File: src/rtl/uart_frame_pkg.sv
// Shared definitions for the UART frame arbiter: framing bytes and the
// arbiter state encoding.
package uart_frame_pkg;

   localparam logic [7:0] START_BYTE = 8'hAA;
   localparam logic [7:0] END_BYTE   = 8'hBB;

   typedef enum logic [1:0] {
      ARB    = 2'd0,
      LAUNCH = 2'd1,
      WAIT   = 2'd2
   } arb_state_t;

endpackage

File: src/rtl/uart_frame_arbiter_rr_select.sv
// Combinational round-robin selector: finds the first set request bit
// starting at ptr and wrapping from N-1 back to 0.
module rr_select
   import uart_frame_pkg::*;
#(
   parameter int N = 4
) (
   input  logic [N-1:0]         req,
   input  logic [$clog2(N)-1:0] ptr,
   output logic [$clog2(N)-1:0] idx,
   output logic                 found
);

   localparam int IW = $clog2(N);

   always_comb begin
      idx   = '0;
      found = 1'b0;
      for (int i = 0; i < N; i++) begin
         automatic int cand = (int'(ptr) + i) % N;
         if (!found && req[cand]) begin
            found = 1'b1;
            idx   = IW'(cand);
         end
      end
   end

endmodule

File: src/rtl/uart_frame_arbiter.sv
// Arbitrates payloads from NREQ requesters onto one UART framer, holding off
// the next grant until the framer has written the whole frame or gone quiet.
module uart_frame_arbiter
   import uart_frame_pkg::*;
#(
   parameter int NREQ           = 4,
   parameter int NBYTES         = 4,
   parameter int TIMEOUT_CYCLES = 1024
) (
   input  logic                       clk,
   input  logic                       rst,
   input  logic [NREQ*8*NBYTES-1:0]   req_data_i,
   input  logic [NREQ-1:0]            req_valid_i,
   output logic [NREQ-1:0]            req_ready_o,
   input  logic [NREQ-1:0]            req_mask_i,
   output logic [8*NBYTES-1:0]        frame_data_o,
   output logic                       frame_valid_o,
   output logic [$clog2(NREQ)-1:0]    frame_src_o,
   input  logic                       uart_wr_en_i,
   output logic                       busy_o,
   output logic                       timeout_o
);

   localparam int SW  = $clog2(NREQ);
   localparam int DW  = 8 * NBYTES;
   localparam int WCW = $clog2(NBYTES + 3);
   localparam int ICW = $clog2(TIMEOUT_CYCLES + 1);

   // A frame is start byte + payload + end byte, so NBYTES+2 writes in total.
   localparam logic [WCW-1:0] WR_LAST   = WCW'(NBYTES + 1);
   localparam logic [ICW-1:0] IDLE_LAST = ICW'(TIMEOUT_CYCLES - 1);
   localparam logic [SW-1:0]  IDX_LAST  = SW'(NREQ - 1);

   arb_state_t     state;
   arb_state_t     state_next;
   logic [SW-1:0]  ptr;
   logic [SW-1:0]  win;
   logic           found;
   logic [NREQ-1:0] eligible;
   logic [WCW-1:0] wr_cnt;
   logic [ICW-1:0] idle_cnt;
   logic           grant;
   logic           frame_done;
   logic           idle_expired;

   assign eligible = req_valid_i & req_mask_i;

   rr_select #(
      .N(NREQ)
   ) u_rr_select (
      .req   (eligible),
      .ptr   (ptr),
      .idx   (win),
      .found (found)
   );

   // Completion and timeout fire on the cycle that makes the count final,
   // so ARB is entered directly on the following cycle.
   assign grant        = (state == ARB) && found;
   assign frame_done   = (state == WAIT) && uart_wr_en_i && (wr_cnt == WR_LAST);
   assign idle_expired = (state == WAIT) && !uart_wr_en_i && (idle_cnt == IDLE_LAST);

   always_ff @(posedge clk) begin
      if (rst) begin
         state <= ARB;
      end else begin
         state <= state_next;
      end
   end

   always_comb begin
      state_next = state;
      unique case (state)
         ARB: begin
            if (grant) begin
               state_next = LAUNCH;
            end
         end
         LAUNCH: begin
            state_next = WAIT;
         end
         WAIT: begin
            if (frame_done || idle_expired) begin
               state_next = ARB;
            end
         end
         default: begin
            state_next = ARB;
         end
      endcase
   end

   // Reset wins over a same-cycle grant, so handshake outputs are gated by rst.
   always_comb begin
      req_ready_o   = '0;
      frame_valid_o = 1'b0;
      busy_o        = (state != ARB);
      if (!rst) begin
         if (grant) begin
            req_ready_o[win] = 1'b1;
         end
         frame_valid_o = (state == LAUNCH);
      end
   end

   always_ff @(posedge clk) begin
      if (rst) begin
         ptr          <= '0;
         frame_data_o <= '0;
         frame_src_o  <= '0;
         wr_cnt       <= '0;
         idle_cnt     <= '0;
         timeout_o    <= 1'b0;
      end else begin
         if (grant) begin
            frame_data_o <= req_data_i[win*DW +: DW];
            frame_src_o  <= win;
            ptr          <= (win == IDX_LAST) ? '0 : win + 1'b1;
         end
         if (state == WAIT) begin
            if (uart_wr_en_i) begin
               idle_cnt <= '0;
               wr_cnt   <= frame_done ? '0 : wr_cnt + 1'b1;
            end else if (idle_expired) begin
               idle_cnt  <= '0;
               wr_cnt    <= '0;
               timeout_o <= 1'b1;
            end else begin
               idle_cnt <= idle_cnt + 1'b1;
            end
         end
      end
   end

endmodule

File: config.mk
export PLATFORM = sky130hd
export DESIGN_NAME = uart_frame_arbiter
export DESIGN_NICKNAME = d
export VERILOG_FILES = /design/src/rtl/uart_frame_pkg.sv /design/src/rtl/uart_frame_arbiter_rr_select.sv /design/src/rtl/uart_frame_arbiter.sv
export SDC_FILE = /design/constraint.sdc
export NUM_CORES = 1
export LEC_CHECK = 0
export BUFFER_PORTS_ARGS = -buffer_cell sky130_fd_sc_hd__buf_2
export CAP_MARGIN = 20
export CORE_MARGIN = 5
export CORE_UTILIZATION = 47
export CTS_CLUSTER_DIAMETER = 120
export CTS_CLUSTER_SIZE = 25
export DETAILED_ROUTE_END_ITERATION = 10
export MAX_ROUTING_LAYER = met4
export PLACE_DENSITY = 0.86
export SYNTH_ARGS = -nofsm -noshare
export SYNTH_HDL_FRONTEND = slang
export SYNTH_SLANG_ARGS = --single-unit
File: constraint.sdc
create_clock -name clk -period 4.88 [get_ports clk]
set_input_delay 0 -clock clk [delete_from_list [all_inputs] [get_ports clk]]
set_output_delay 0 -clock clk [all_outputs]
set_load 0.005 [all_outputs]
==> metrics.txt, run 1 <==
status=finished clean; sequential-to-total area share from yosys stat=35.41%; max_cap viols=0; Post-CTS Resized=0; Netlist cell types=45; Lkg Pwr=roughly 2.2 nW; Max Root-Sink Buffers=2; Post-CTS Repair Setup Buffers=0; final-report hold violation count=0; Vias/cell=approximately 5.5; number of global-route vias before repair=between 3,000 and 4,000; Syn Nets=around 450; setup_tns=0 ps; CTS root buf=clkbuf_8; Initial DRC Count=89; final net count=between 600 and 700; die area=around 0.008 sq mm; CP peak stage delay=~590 ps; Startpoint Class=register; WL/cell=approximately 17 um; Post-synth EDFFs=0; Post-Synth Simple-Gate Area=15.24%; syn_area_per_cell=between 9 and 10 sq um; drt pass-1 iters=4; HPWL after DPL=~7000 um; HP Class=primary input to register; Synth Instances=303; fin. max-slew vios=0; fin area=just over 0.004 sq mm; switching power=338.9 uW; Synth area leader=dfxtp_1; pwr dens=around 280 mW/mm^2; total gr overflow=0; RSZ-0062 raised after global routing=false; Least-Margin Pin Slew=around 700 ps; CP Buf/Inv Count=3; largest net degree at the start of global routing=38; Synth Area in XOR/XNOR=under 10%; switch share=a little under a third; Worst-Skew Late Latency=300 ps; first-pass GRT wire length=between 10,000 and 15,000 um; Site Rows=29; Total GRT Usage=~23%; post-synthesis cell area=0.002997 sq mm; DR DRC count=0; clock slew at reported path FFs=100 ps; Placement Cell Area=approximately 0.0038 sq mm; FMAX=282.2 MHz; sequential share of power=between 40% and 50%; DIE WIDTH=approximately 90 um; share of cells above drive strength 1=between 40 and 50%; Worst Path Required=about 5000 ps; initial antenna violation count=2; crit end category=register; CTS tree=yes; Yosys reg bits=53; Hold Buf Count CTS=13; final setup vio count=0; Num Clock Sinks=53; CP max stage cell=dlygate4sd3_1; final WL=between 9000 and 10,000 um; list of most frequent post-synthesis cells=66 x mux2i_1, 53 x dfxtp_1, 43 x nand2_1, 32 x o221ai_1, 18 x nor2_1; Fin Hold WS=slightly above 10 ps; Synth async-reset ratio=0%; Tmin final=3544 ps; Placer Congestion=just under 0.8; period utilization=between 70 and 80%; Synth top area share=between 30% and 40%; filler instances=between 500 and 600; antenna-violating nets left=0; Yosys warnings=0; mux contribution to synthesized area=22.05%; Critical Path Fanout Max=37; Max-slew headroom=a little over half; ys flop type=dfxtp_1; Worst EP arrival=3740 ps; count leader, synth=mux2i_1; I/O Buffers=~180; Adder-Cell Fraction of Synth Area=around 1.7%; Max rail drop VDD=between 100 and 150 uV; internal power=787.2 uW; Starting Density=between 40% and 50%; crit-path cells=or3b_4 -> nand3_4 -> buf_4 -> mux2i_1 -> dlygate4sd3_1 -> o221ai_1 -> dlygate4sd3_1; Synth area leaders=dfxtp_1 35%, mux2i_1 22%, o221ai_1 9.4%; # IOs=180; Num CTS Buffers=5; Area Growth Syn to Fin=35.07%; critical path class=register to register; largest family of logic cells by synthesized area=multiplexers; Worst path most repeated cell=dlygate4sd3_1; via count=3,135; Logic pwr share=approximately 30%; clk_skew=~6.3 ps; core area=between 0.006 and 0.007 sq mm; Compound-Gate Fraction of Synth Area=15.07%; H-tree depth=2; cell family with most CP delay=buffers and inverters; Chip Height=between 80 and 90 um; clock power share=between 20% and 30%
[through the flow]
step	std cells	setup slack, ps	utilization [%]	power [mW]
after floorplan	303	3151	-	0.7384
after global placement	542	2557	60.39	0.8360
after detailed placement	542	2382	60.39	0.8496
after CTS	563	1400	64.08	1.132
after global routing	567	1210	64.48	1.194
final	567	1336	64.48	1.126
[path summary, 6_finish.rpt]
path / startpoint / to / slack [ps] / depth (start not counted)
max: ptr[1] / frame_data_o[6] / 1340 / 7
min: req_data_i[5] / frame_data_o[5] / 10 / 3
min reg2reg: timeout_o / timeout_o / 460 / 2
max reg2reg: ptr[1] / frame_data_o[6] / 1340 / 7
[registers in the layout, indices dropped and copies added (netlist names)]
| name | count |
|---|---|
| frame_src_o | 2 |
| wr_cnt | 3 |
| ptr | 2 |
| state | 2 |
| idle_cnt | 11 |
| timeout_o | 1 |
| frame_data_o | 32 |
[final cells by class]
class	instances	area [sq um]	share of cell area, %
Multi-Input combinational cell	227	1708	42.19
Sequential cell	53	1061	26.21
Timing Repair Buffer	196	1061	26.21
Clock buffer	7	96.34	2.380
Tap cell	77	96.34	2.380
Inverter	4	15.01	0.3709
Clock inverter	1	5.005	0.1236
Antenna cell	2	5.005	0.1236
[layout by cell type, fill, tap and decap left out, drive strengths merged, types with 3 or more instances in the layout]
cell type	n
inv	4
and3	3
and2	3
xor2	7
a31oi	4
nor2	18
nand2	47
o221ai	32
a21oi	7
nand2b	3
dlygate4sd3	15
ha	4
dfxtp	53
nand3	7
mux2i	66
o21ai	3
clkbuf	7
buf	181
[per-layer routing]
layer  global-route usage (%)  vias to the layer above  part of all wire (%)  wire [um]
li1                         -                     1492                     -          -
met5                        -                        -                     0          0
met1                    24.87                     1476                    39       3740
met4                    7.816                        0                   3.1        302
met3                    5.008                       24                   6.4        617
met2                    40.00                      143                    52       5018
[power groups by stage]
stage | Sequential (mW) | Clock [mW] | Combinational [mW]
after floorplan | 0.521 | 0 | 0.218
after global placement | 0.516 | 0 | 0.320
after detailed placement | 0.518 | 0 | 0.331
after CTS | 0.508 | 0.278 | 0.345
after global routing | 0.515 | 0.301 | 0.378
final | 0.509 | 0.268 | 0.348
[cell families (layout without fill, tap and decap cells)]
family	Yosys count	after routing
simple gates	93	93
mux	66	66
compound gates	55	55
flops	53	53
buf+inv	23	208
xor+xnor	9	9
fa+ha+maj	4	4
other cells	0	2
[tightest hold or removal path, delay by kind of cell]
family	cells	cell delay (ps)
AOI/OAI and AO/OA	1	150
muxes	1	60
buffers and inverters	1	80
Power figures use the tool's default switching activity.
==> inputs of run 2 (changes only) <==
--- a/config.mk
+++ b/config.mk
@@ -8,12 +8,12 @@
 export BUFFER_PORTS_ARGS = -buffer_cell sky130_fd_sc_hd__buf_2
 export CAP_MARGIN = 20
 export CORE_MARGIN = 5
-export CORE_UTILIZATION = 47
+export CORE_UTILIZATION = 44
 export CTS_CLUSTER_DIAMETER = 120
 export CTS_CLUSTER_SIZE = 25
 export DETAILED_ROUTE_END_ITERATION = 10
 export MAX_ROUTING_LAYER = met4
-export PLACE_DENSITY = 0.86
+export PLACE_DENSITY = 0.81
 export SYNTH_ARGS = -nofsm -noshare
 export SYNTH_HDL_FRONTEND = slang
 export SYNTH_SLANG_ARGS = --single-unit
==> constraint.sdc (replaced) <==
create_clock -name clk -period 3.55 [get_ports clk]
set_input_delay 0 -clock clk [delete_from_list [all_inputs] [get_ports clk]]
set_output_delay 0 -clock clk [all_outputs]
set_load 0.005 [all_outputs]
==> run 2 against run 1 <==
Compared with the run above: sequential cell count is the same; die area grew 6.0%; final cell count shrank 1.2%; wire length shrank 6.9%; critical endpoint is now frame_data_o[31]; sequential power grew 38%; via count shrank 2.4%; clock-buffer cell count shrank 1; hold slack lost 2.5 ps.
==> metrics.txt, run 2 (same netlist as run 1, synthesis figures left out) <==
clock power share=22.5% (-1.3 points); Top Registers=frame_data_o (32), idle_cnt (11), wr_cnt (3); Startpoint Class=register; RSZ-0062 raised after global routing=false; Placer Congestion=0.8097 (+2.8%); Post-CTS Repair Setup Buffers=0 (unchanged); critical path class=register to register; internal power=1.036 mW (+32%); switching power=467.6 uW (+38%); CTS tree=yes; Num Clock Sinks=53 (unchanged); core area=0.006719 sq mm (+7.0%); period utilization=75.71% (+3.1 points); Hold Startpoint=req_data_i[127]; WL/cell=16.08 um (-5.8%); crit end category=register; Worst-Skew Late Latency=310 ps (about the same); HP Class=primary input to register; drt pass-1 iters=4 (unchanged); Starting Density=44.60% (-3.1 points); Lkg Pwr=2.125 nW (-2.6%); Initial DRC Count=103 (+16%); final WL=9005 um (-6.9%); final net count=621 (-1.4%); FMAX=372.1 MHz (+32%); die area=0.008561 sq mm (+6.0%); Fin Hold WS=7.752 ps (-2.496 ps); Chip Height=92.53 um (+3.0%); H-tree depth=2 (unchanged); status=finished clean; initial antenna violation count=1 (-1); reg2reg end=frame_data_o[31]; WHS Endpoint=frame_data_o[31]; largest net degree at the start of global routing=49 (+29%); setup_tns=0 ps (unchanged); DR DRC count=0 (unchanged); most frequent cells in the layout=179 x buf_2, 66 x mux2i_1, 53 x dfxtp_1; filler instances=607 (+13%); total gr overflow=0 (unchanged); final setup vio count=0 (unchanged); Top reg by flops=frame_data_o; flop2flop setup slack=860 ps (-470 ps); Register Area=0.001061 sq mm (unchanged); switch share=31.09% (+0.99 points); Tmin final=2688 ps (-856.2 ps); first-pass GRT wire length=13,900 um (-5.3%); max_cap viols=0 (unchanged); Max-slew headroom=41.45% (-13 points); final-report hold violation count=0 (unchanged); I/O Buffers=179 (unchanged); clock slew at reported path FFs=100 ps (about the same); Max rail drop VDD=231.7 uV (+59%); Logic pwr share=30.9% (about the same); Max Root-Sink Buffers=2 (unchanged); worst r2r src=ptr[1]; Num CTS Buffers=5 (unchanged); commonest non-fill, non-tap cell in the layout=buf_2; Worst EP arrival=2860 ps (-880 ps); Vias/cell=5.466 (-1.1%); Least-Margin Pin Slew=878.2 ps (+190.2 ps); Worst Path Required=3730 ps (-1340 ps); DIE WIDTH=92.53 um (+3.0%); CTS root buf=clkbuf_8; fin. max-slew vios=0 (unchanged); Site Rows=30 (+3.4%); share of cells above drive strength 1=41.96% (+0.77 points); clk_skew=10.10 ps (+3.793 ps); Total GRT Usage=20.32% (-2.3 points); number of global-route vias before repair=2,964 (-1.3%); hold depth=3 (unchanged); Area Growth Syn to Fin=31.57%; R2R cell count=6 (-1); HPWL after DPL=6988 um (about the same); pwr dens=381.5 mW/mm^2 (+37%); via count=3,061 (-2.4%); antenna-violating nets left=0 (unchanged); Critical Path Fanout Max=48 (+30%); sequential share of power=46.6% (+1.4 points); Multi-input gate area=0.001708 sq mm (unchanged); # IOs=180 (unchanged); number of flip-flops in the largest register=32 (unchanged)
-- run 2: cell count changes in the layout (fill, tap and decap cells not counted) --
cell           previous run  this run
clkbuf_1                  0         1
clkinvlp_4                0         2
clkinv_2                  1         0
dlygate4sd3_1            15         5
buf_4                     2         3
diode_2                   2         1
clkbuf_8                  7         5
-- run 2: layout make-up --
class	count	share of cell area, %
Inverter	4	0.3808
Timing Repair Buffer	187	24.56
Sequential cell	53	26.91
Clock inverter	2	0.3808
Tap cell	80	2.539
Multi-Input combinational cell	227	43.32
Clock buffer	6	1.841
Antenna cell	1	0.06347
-- run 2: power groups by stage --
stage / logic, mW / clock network (mW) / registers, mW
2_1_floorplan: 0.299 / 0 / 0.716
3_3_place_gp: 0.449 / 0 / 0.709
3_5_place_dp: 0.461 / 0 / 0.714
4_1_cts: 0.468 / 0.354 / 0.700
5_1_grt: 0.506 / 0.375 / 0.709
6_report: 0.464 / 0.339 / 0.701
-- run 2: timing repair --
action	CTS	global route
resized for setup	0	0
hold buffers	5	0
hold endpoints to repair	3	0
-- run 2: per-layer routing --
| layer | track usage [%] | share of wire (%) | vias up |
|---|---|---|---|
| met5 | - | 0 | - |
| met4 | 7.797 | 2.1 | 0 |
| met2 | 35.71 | 51 | 136 |
| met3 | 4.630 | 7.8 | 18 |
| li1 | - | - | 1474 |
| met1 | 22.29 | 39 | 1433 |
-- run 2: worst max-delay path, stage by stage, from the launching register on --
cell and delay (ps):
dfxtp_1 400, and3_1 190, o21ai_1 210, nand3_4 650, mux2i_1 390, dlygate4sd3_1 590, o221ai_1 110
-- run 2: through the flow --
| step | power (mW) | setup WS (ps) | cell area [sq um] | instances | util, % |
|---|---|---|---|---|---|
| after floorplan | 1.015 | 1821 | 2997 | 303 | - |
| after global placement | 1.158 | 1203 | 3802 | 546 | 56.59 |
| after detailed placement | 1.175 | 1099 | 3802 | 546 | 56.59 |
| after CTS | 1.522 | 890.8 | 3940 | 559 | 58.64 |
| after global routing | 1.590 | 734.2 | 3943 | 560 | 58.68 |
| final | 1.504 | 862.3 | 3943 | 560 | 58.68 |
-- run 2: worst max path at each step --
| stage | from | to | slack, ps | depth (start not counted) |
|---|---|---|---|---|
| 2_1_floorplan | ptr[1] | ptr[1] | 1820 | 8 |
| 3_3_place_gp | ptr[1] | frame_data_o[8] | 1200 | 6 |
| 3_5_place_dp | ptr[1] | frame_data_o[13] | 1100 | 6 |
| 4_1_cts | ptr[1] | frame_data_o[22] | 890 | 6 |
| 5_1_grt | ptr[1] | frame_data_o[31] | 730 | 6 |
| 6_report | ptr[1] | frame_data_o[31] | 860 | 6 |
